$ cat src/rtl/edisk_multi_ctrl_pkg.sv
// Shared constants for the E-disk mapper: control-register bit positions,
// disk-count limit and the ed_page width helper.
package edisk_multi_ctrl_pkg;

  localparam int MAX_DISKS = 8;

  // Control register layout, one byte per disk
  localparam int CTL_WIN_E000  = 7;  // window also covers E000-FFFF
  localparam int CTL_WIN_8000  = 6;  // window also covers 8000-9FFF
  localparam int CTL_WIN_EN    = 5;  // window enable (A000-DFFF always mapped)
  localparam int CTL_STK_EN    = 4;  // stack enable
  localparam int CTL_STK_PG_LO = 2;  // [3:2] stack page
  localparam int CTL_WIN_PG_LO = 0;  // [1:0] window page

  // Width of ed_page: pages 1..4*n plus the "main RAM" code 0
  function automatic int page_w(input int n);
    return $clog2(4 * n + 1);
  endfunction

endpackage

$ cat src/rtl/edisk_multi_ctrl_if.sv
// CPU-side bus of the E-disk mapper: IO port decode, status word, memory
// address and the page/readback results.
interface edisk_multi_ctrl_if #(
  parameter int NUM_DISKS = 4
) ();
  import edisk_multi_ctrl_pkg::*;

  localparam int PW = page_w(NUM_DISKS);

  logic [7:0]    io_addr;
  logic          io_wr;
  logic          io_rd;
  logic [7:0]    din;
  logic [7:0]    dout;
  logic          sel;
  logic [15:0]   addr;
  logic          ram_read;
  logic          write_n;
  logic          io_stack;
  logic [PW-1:0] ed_page;
  logic          ed_active;

  modport master (
    output io_addr, io_wr, io_rd, din, addr, ram_read, write_n, io_stack,
    input  dout, sel, ed_page, ed_active
  );

  modport slave (
    input  io_addr, io_wr, io_rd, din, addr, ram_read, write_n, io_stack,
    output dout, sel, ed_page, ed_active
  );

endinterface

$ cat src/rtl/edisk_multi_ctrl_decode.sv
// Per-disk hit decode: from one control byte, the top address bits and the
// CPU status word, flag a stack or window hit and pick the 2-bit page.
module edisk_multi_ctrl_decode (
  input  logic [7:0] i_ctl,
  input  logic [2:0] i_addr_hi,   // addr[15:13]
  input  logic       i_mem,       // memory cycle (read or write)
  input  logic       i_io_stack,
  output logic       o_stk_hit,
  output logic       o_win_hit,
  output logic [1:0] o_page
);
  import edisk_multi_ctrl_pkg::*;

  logic w_region;

  // A000-DFFF always; E000-FFFF and 8000-9FFF only when their bits are set
  assign w_region = (i_addr_hi[1] ^ i_addr_hi[0])
                  | (i_ctl[CTL_WIN_E000] &  i_addr_hi[1] &  i_addr_hi[0])
                  | (i_ctl[CTL_WIN_8000] & ~i_addr_hi[1] & ~i_addr_hi[0]);

  assign o_stk_hit = i_ctl[CTL_STK_EN] & i_io_stack & i_mem;
  assign o_win_hit = i_ctl[CTL_WIN_EN] & i_mem & i_addr_hi[2] & w_region;

  // A disk chosen for a window hit never has a stack hit, so one page mux suffices
  assign o_page = o_stk_hit ? i_ctl[CTL_STK_PG_LO +: 2] : i_ctl[CTL_WIN_PG_LO +: 2];

endmodule

$ cat src/rtl/edisk_multi_ctrl.sv
// Multi-channel E-disk mapper: one control register per 256KB disk, written
// through consecutive IO ports, mapped into CPU stack/window cycles to form
// the SDRAM page index prepended to the CPU address.
module edisk_multi_ctrl #(
  parameter int         NUM_DISKS = 4,
  parameter logic [7:0] BASE_PORT = 8'h10,
  parameter bit         EXCLUSIVE = 1'b0,
  parameter bit         READBACK  = 1'b1
) (
  input logic               clk_sys,
  input logic               reset_n,
  edisk_multi_ctrl_if.slave bus
);
  import edisk_multi_ctrl_pkg::*;

  localparam int PW = page_w(NUM_DISKS);

  logic [7:0]           r_ctl [NUM_DISKS];
  logic                 r_old_we;
  logic [7:0]           w_idx;
  logic                 w_sel;
  logic                 w_wr_hit;
  logic                 w_wr_edge;
  logic                 w_mem;
  logic                 w_excl_clr;
  logic [NUM_DISKS-1:0] w_stk;
  logic [NUM_DISKS-1:0] w_win;
  logic [1:0]           w_dpage [NUM_DISKS];
  logic [PW-1:0]        w_page;
  logic [7:0]           w_rd;
  logic                 w_unused;

  assign w_idx      = bus.io_addr - BASE_PORT;
  assign w_sel      = (w_idx < 8'(NUM_DISKS));
  assign w_wr_hit   = bus.io_wr & w_sel;
  assign w_wr_edge  = w_wr_hit & ~r_old_we;
  assign w_mem      = bus.ram_read | ~bus.write_n;
  assign w_excl_clr = EXCLUSIVE & (bus.din[CTL_WIN_EN] | bus.din[CTL_STK_EN]);

  // Register file: one write per rising edge of the port strobe, plus exclusive clear
  always_ff @(posedge clk_sys or negedge reset_n) begin
    if (!reset_n) begin
      r_old_we <= 1'b0;
      // NOTE: the register file is a handful of flops, not a RAM, so it is reset here
      for (int i = 0; i < NUM_DISKS; i++) r_ctl[i] <= 8'h00;
    end else begin
      // NOTE: non-blocking updates so every disk sees the same pre-edge state
      r_old_we <= w_wr_hit;
      for (int i = 0; i < NUM_DISKS; i++) begin
        if (w_wr_edge && (w_idx == 8'(i))) begin
          r_ctl[i] <= bus.din;
        end else if (w_wr_edge && w_excl_clr) begin
          r_ctl[i][CTL_WIN_EN] <= 1'b0;
          r_ctl[i][CTL_STK_EN] <= 1'b0;
        end
      end
    end
  end

  for (genvar g = 0; g < NUM_DISKS; g++) begin : g_dec
    edisk_multi_ctrl_decode u_dec (
      .i_ctl      (r_ctl[g]),
      .i_addr_hi  (bus.addr[15:13]),
      .i_mem      (w_mem),
      .i_io_stack (bus.io_stack),
      .o_stk_hit  (w_stk[g]),
      .o_win_hit  (w_win[g]),
      .o_page     (w_dpage[g])
    );
  end

  // Priority encode: any stack hit beats any window hit, lowest disk wins
  always_comb begin
    // NOTE: default first so no path leaves w_page unassigned (no latch)
    w_page = '0;
    if (|w_stk) begin
      for (int i = NUM_DISKS - 1; i >= 0; i--)
        if (w_stk[i]) w_page = PW'(1 + 4 * i) + PW'(w_dpage[i]);
    end else begin
      for (int i = NUM_DISKS - 1; i >= 0; i--)
        if (w_win[i]) w_page = PW'(1 + 4 * i) + PW'(w_dpage[i]);
    end
  end

  // Readback mux: selected control byte, or FF when off-range, disabled or in reset
  always_comb begin
    w_rd = 8'hFF;
    if (reset_n && w_sel && READBACK) begin
      for (int i = 0; i < NUM_DISKS; i++)
        if (w_idx == 8'(i)) w_rd = r_ctl[i];
    end
  end

  assign bus.dout      = w_rd;
  assign bus.sel       = w_sel;
  assign bus.ed_page   = w_page;
  assign bus.ed_active = |w_page;

  // io_rd has no side effects and only addr[15:13] selects a region
  assign w_unused = &{1'b0, bus.io_rd, bus.addr[12:0]};

endmodule

$ cat src/flat_wrapper.sv
// flat-port wrapper written by rule: the top's interface ports become plain ports
module edisk_multi_ctrl_flat import edisk_multi_ctrl_pkg::*;
#(
  parameter int         NUM_DISKS = 4,
  parameter logic [7:0] BASE_PORT = 8'h10,
  parameter bit         EXCLUSIVE = 1'b0,
  parameter bit         READBACK  = 1'b1
)
  (clk_sys, reset_n, bus_io_addr, bus_io_wr, bus_io_rd, bus_din, bus_addr, bus_ram_read, bus_write_n, bus_io_stack, bus_dout, bus_sel, bus_ed_page, bus_ed_active);
  edisk_multi_ctrl_if #(.NUM_DISKS(NUM_DISKS)) bus_i ();
  input logic clk_sys;
  input logic reset_n;
  input wire logic [$bits(bus_i.io_addr)-1:0] bus_io_addr;
  input wire logic [$bits(bus_i.io_wr)-1:0] bus_io_wr;
  input wire logic [$bits(bus_i.io_rd)-1:0] bus_io_rd;
  input wire logic [$bits(bus_i.din)-1:0] bus_din;
  input wire logic [$bits(bus_i.addr)-1:0] bus_addr;
  input wire logic [$bits(bus_i.ram_read)-1:0] bus_ram_read;
  input wire logic [$bits(bus_i.write_n)-1:0] bus_write_n;
  input wire logic [$bits(bus_i.io_stack)-1:0] bus_io_stack;
  output wire logic [$bits(bus_i.dout)-1:0] bus_dout;
  output wire logic [$bits(bus_i.sel)-1:0] bus_sel;
  output wire logic [$bits(bus_i.ed_page)-1:0] bus_ed_page;
  output wire logic [$bits(bus_i.ed_active)-1:0] bus_ed_active;
  assign bus_i.io_addr = bus_io_addr;
  assign bus_i.io_wr = bus_io_wr;
  assign bus_i.io_rd = bus_io_rd;
  assign bus_i.din = bus_din;
  assign bus_i.addr = bus_addr;
  assign bus_i.ram_read = bus_ram_read;
  assign bus_i.write_n = bus_write_n;
  assign bus_i.io_stack = bus_io_stack;
  assign bus_dout = bus_i.dout;
  assign bus_sel = bus_i.sel;
  assign bus_ed_page = bus_i.ed_page;
  assign bus_ed_active = bus_i.ed_active;
  edisk_multi_ctrl #(.NUM_DISKS(NUM_DISKS), .BASE_PORT(BASE_PORT), .EXCLUSIVE(EXCLUSIVE), .READBACK(READBACK)) u_core (.clk_sys(clk_sys), .reset_n(reset_n), .bus(bus_i));
endmodule
$ cat config.mk
export PLATFORM = sky130hd
export DESIGN_NAME = edisk_multi_ctrl_flat
export DESIGN_NICKNAME = d
export VERILOG_FILES = /design/src/rtl/edisk_multi_ctrl_pkg.sv /design/src/rtl/edisk_multi_ctrl_if.sv /design/src/rtl/edisk_multi_ctrl_decode.sv /design/src/rtl/edisk_multi_ctrl.sv /design/src/flat_wrapper.sv
export SDC_FILE = /design/constraint.sdc
export NUM_CORES = 1
export LEC_CHECK = 0
export ABC_CLOCK_PERIOD_IN_PS = 5120
export CORE_MARGIN = 1.5
export CORE_UTILIZATION = 40
export CTS_CLUSTER_DIAMETER = 100
export DETAILED_ROUTE_END_ITERATION = 8
export GPL_ROUTABILITY_DRIVEN = 0
export PLACE_DENSITY = 0.67
export SLEW_MARGIN = 20
export SYNTH_ARGS = -nofsm -noshare
export SYNTH_HDL_FRONTEND = slang
export SYNTH_HIERARCHICAL = 1
export SYNTH_SLANG_ARGS = --single-unit
$ cat constraint.sdc
create_clock -name clk_sys -period 5.12 [get_ports clk_sys]
set_clock_uncertainty 0.15 [all_clocks]
set_input_delay 1.024 -clock clk_sys [delete_from_list [all_inputs] [get_ports clk_sys]]
set_output_delay 1.024 -clock clk_sys [all_outputs]
set_load 0.01 [all_outputs]
-- After elaboration in Yosys (flattened, before gate mapping)
Cells that the tools add are included.
- flip-flop bits (word level): 33
- input port bits: 39
- output and inout bits: 15
- word-level logic and storage cells: 92
- add/sub/neg operators: 5
- $lt $le $gt $ge: 1
- eq/ne operators: 3
- mux-type cells: 18
- bitwise operators: 52
- reductions and logical operators: 8
- operator list (operator ; number):
    $mux W5 ; 9
    $mux W8 ; 5
    $and A1 B1 Y1 ; 38
    $eq A8 B2 Y1 const B ; 2
    $add A4 B2 Y5 const A ; 2
    $or A1 B1 Y1 ; 9
    $eq A8 B1 Y1 const B ; 1
    $logic_not A8 Y1 ; 1
    $lt A8 B3 Y1 const B ; 1
    $mux W2 ; 4
    $sub A8 B5 Y8 const B ; 1
    $logic_and A1 B1 Y1 ; 5
    $reduce_or A5 Y1 ; 1
    $add A3 B2 Y4 const A ; 1
    $not A1 Y1 ; 4
    $reduce_or A4 Y1 ; 1
    $add A1 B2 Y3 const A ; 1
    $xor A1 B1 Y1 ; 1

-- Depth between registers and ports, before layout
- word-level depth: 11
- gate-level depth with buffers: 9
- depth with buffers taken out: 9

-- By module
Netlist, hierarchy kept.
- modules (own cells, without submodules) (module ; times used ; cells each ; area each (um2)):
    edisk_multi_ctrl ; 1 ; 148 ; 1895.6
    edisk_multi_ctrl_decode ; 4 ; 7 ; 63.8

-- Worst setup path after synthesis
No wires, ideal clock.
- path type: input to output
- start point: input bus_ram_read
- end point: output bus_ed_active
- arrival: 3.286 ns
- required time: 3.946 ns
- slack: 0.660 ns
- cell stages on the path: 9
- path buffers: 0
- cell sequence: nand2b_1 and3_4 mux2_4 ha_1 a211oi_1 o21ai_0 a32oi_1 o41ai_1 or4b_1
- RTL lines (item ; RTL line ; source):
    from (decl) ; flat_wrapper.sv:18 ; input wire logic [$bits(bus_i.ram_read)-1:0] bus_ram_read;
    to (decl) ; flat_wrapper.sv:24 ; output wire logic [$bits(bus_i.ed_active)-1:0] bus_ed_active;

==> flow_summary.toml <==
[run_status]
status = "completed"

[worst_setup_path]
cp_top_family = "simple AND/OR/NAND/NOR gates"
cp_slowest_stage_delay_ns = 0.48
cp_data_required_time_ns = 3.95
crit_path_cell_trace = "clkdlybuf4s50_1, nand2b_4, and3_4, mux2_4, ha_1, a211oi_2, o21ai_1, a32oi_1, o41ai_2, or4b_1, clkbuf_2"
ff2ff_path_depth = 3
crit_path_end_kind = "output port"
rrSetupSlack_ns = 3.24
cp-start-kind = "primary input"
critical_path_buf_inv_count = 2
reg2reg_to = "u_core/r_ctl[27]"
worstReg2RegStart = "u_core/r_old_we"
crit_path_top_delay_cell = "or4b_1"
critical_path.max_fanout = 3
crit_type = "primary input to output port"
cp_num_cells = 11
cp_data_arrival_time_ns = 3.76

[worst_hold_path]
worstHoldStart = "u_core/r_ctl[25]"
min_to = "u_core/r_ctl[25]"
min_delay_path_depth = 1
min_path_type = "flop to flop"

[grt]
grt_pass1_wl_um = 8280
grt_max_degree = 34
antenna_found_initial = 0
grt_pass1_vias = 1608
gr-usage-met1_pct = 26.1
grt_busiest_layer = "met2"
grt_usage_pct = 18.0
grt.overflow.total = 0
gr-usage-met2_pct = 27.9
met3_usage_pct = 2.63

[timing]
setup_ws_ns = 0.187
timing.final.crit_share_pct = 96.3
min_period_ns = 4.93
fmax_mhz = 203
hold_violations = 0
relSlewSlack_pct = 53.2
final-setup-viol-count = 0
maxSlewViolCount = 0
whs_ns = 0.387
worst_pin_slew_ns = 0.699
rsz0062_at_grt = "no"

[cells_and_area]
synthToLayoutAreaGrowth_pct = 34.8
mostFrequentLayoutCells = "clkdlybuf4s50_1, dfrtp_1, mux2_2"
drive_gt1_share_pct = 42.5
nets = 282
layout_commonest_cell = "clkdlybuf4s50_1"
antenna_cells_inserted = 0

[clock_tree]
cts.path.max_buffers = 2
cts_tree = "done"
cts_made_buffers = 5
cts_hold_buf = 0
cts-root-buf = "clkbuf_8"
cts_sinks = 33
clkTransAtPathRegs_ns = 0.07
clk_latency_ns = 0.28
htreeDepth = 2

[floorplanning]
die_h_um = 76.3
ios = 54
start_util_pct = 41.8
die_w_um = 76.3
core_area_um2 = 5140
row_count = 26
die-area_um2 = 5830

[placed_design]
post-place-ws_ns = -0.229
numPortBuffers = 39
post-dp-hpwl_um = 3740

[logic_synthesis]
synth_warnings = 6
synth_seq_cells = 33
syn_avg_cell_area_um2 = 12.2
syn_inst = 176
yosysSeqAreaShare_pct = 38.4
netlist_area_um2 = 2150
synth_fp_nets = 219
yosysUniqueCellTypes = 41

[routing]
drc = 0
viasPerCell = 5.39
antenna_left = 0
num_vias = 1671
wl_per_cell_um = 16.2
drt_iter0_drc = 36
wirelength_um = 5030
first_pass_iters = 4

[power_and_ir_drop]
p_leak_uw = 0.00129
ir_drop_mv = 0.184
p_total_uw = 642
power_density_nw_per_um2 = 221

[run]
maxCapViolCount = 0
==> timing repair <==
action / in CTS / in global routing
gates resized for setup: 2 / 5
endpoints found under the setup margin: 1 / 2
endpoints found under the hold margin: 0 / 0
setup buffers: 0 / 0
pin swaps: 0 / 1
==> stage by stage <==
step                setup TNS (ns)  cell area, um2  utilization (%)  instances
floorplan                        0            2150                -        176
global placement            -0.162            2770             53.8        302
detailed placement          -0.229            2770             53.8        302
CTS                              0            2890             56.2        310
global route                     0            2900             56.4        310
finish                           0            2900             56.4        310
==> Yosys cell counts <==
| master | instances | share of area, % |
|---|---|---|
| a31o_2 | 1 | 0.41 |
| a211oi_1 | 2 | 0.70 |
| and3b_1 | 1 | 0.41 |
| o41ai_1 | 1 | 0.41 |
| a21oi_1 | 5 | 1.2 |
| a211o_1 | 2 | 0.81 |
| dfrtp_1 | 33 | 38 |
| buf_4 | 1 | 0.35 |
| a221oi_1 | 1 | 0.41 |
| nor2b_1 | 4 | 1.2 |
| or4b_1 | 2 | 0.93 |
| mux2_4 | 8 | 5.6 |
| a22o_1 | 1 | 0.41 |
| nand2_1 | 4 | 0.70 |
| a32oi_1 | 1 | 0.41 |
| nor2_1 | 4 | 0.70 |
| nor4_2 | 1 | 0.58 |
| buf_6 | 1 | 0.52 |
| nor3b_1 | 2 | 0.70 |
| nor4bb_1 | 1 | 0.47 |
| and2_2 | 1 | 0.35 |
| o21ai_0 | 6 | 1.4 |
| nor3b_4 | 1 | 0.87 |
| buf_1 | 1 | 0.17 |
| and3_4 | 4 | 2.1 |
| inv_1 | 8 | 1.4 |
| nand3b_2 | 2 | 1.0 |
| clkbuf_1 | 3 | 0.52 |
| nor3_1 | 4 | 0.93 |
| nand2b_1 | 5 | 1.5 |
| ha_1 | 4 | 2.3 |
| a32o_1 | 1 | 0.47 |
| a2111oi_0 | 1 | 0.41 |
| mux2_2 | 32 | 17 |
| nand3_1 | 4 | 0.93 |
| nand3_2 | 1 | 0.47 |
| nor3_2 | 1 | 0.47 |
| a311oi_1 | 4 | 1.6 |
| or2_2 | 8 | 2.3 |
| nor4b_1 | 1 | 0.41 |
| mux4_2 | 8 | 8.4 |
==> flip-flops by register name, summed over array words and instances (netlist names) <==
signal,flops
u_core/r_old_we,1
u_core/r_ctl,32
==> per-layer routing <==
metal  part of all wire, %  up-vias
met1                    49      840
met5                     0        -
met4                   1.1        0
met2                    47       34
li1                      -      793
met3                   2.8        4
==> area by class of cell <==
cell class / count / area [um2]
timing repair buffer: 62 / 558
fill: 500 / 2240
sequential: 33 / 826
multi-input combinational: 129 / 1280
clock buffer: 7 / 86.3
tap: 70 / 87.6
inverter: 8 / 30.0
clock inverter: 1 / 30.0
==> worst max path at each step <==
stage | to | from
detailed placement | bus_ed_active | bus_ram_read
floorplan | bus_ed_active | bus_ram_read
global route | bus_ed_active | bus_ram_read
CTS | bus_ed_active | bus_ram_read
global placement | bus_ed_active | bus_ram_read
finish | bus_ed_active | bus_ram_read
==> where the power goes <==
| group | switching (uW) | leakage [uW] | total (uW) | internal [uW] |
|---|---|---|---|---|
| combinational | 43.3 | 0.000780 | 107 | 63.7 |
| sequential | 9.43 | 0.000455 | 282 | 273 |
| clock | 94.0 | 0.0000585 | 253 | 159 |
| total | 147 | 0.00129 | 642 | 495 |
==> kinds of logic after synthesis <==
| family | after synthesis | synth area share (%) |
|---|---|---|
| buffers and inverters | 14 | 2.97 |
| AND/OR/NAND/NOR | 51 | 17.0 |
| adder cells (fa/ha/maj) | 4 | 2.33 |
| multiplexers | 48 | 30.7 |
| flip-flops | 33 | 38.4 |
| AO/OA/AOI/OAI | 26 | 8.61 |
Note: power is estimated with default switching activity, not from simulation.
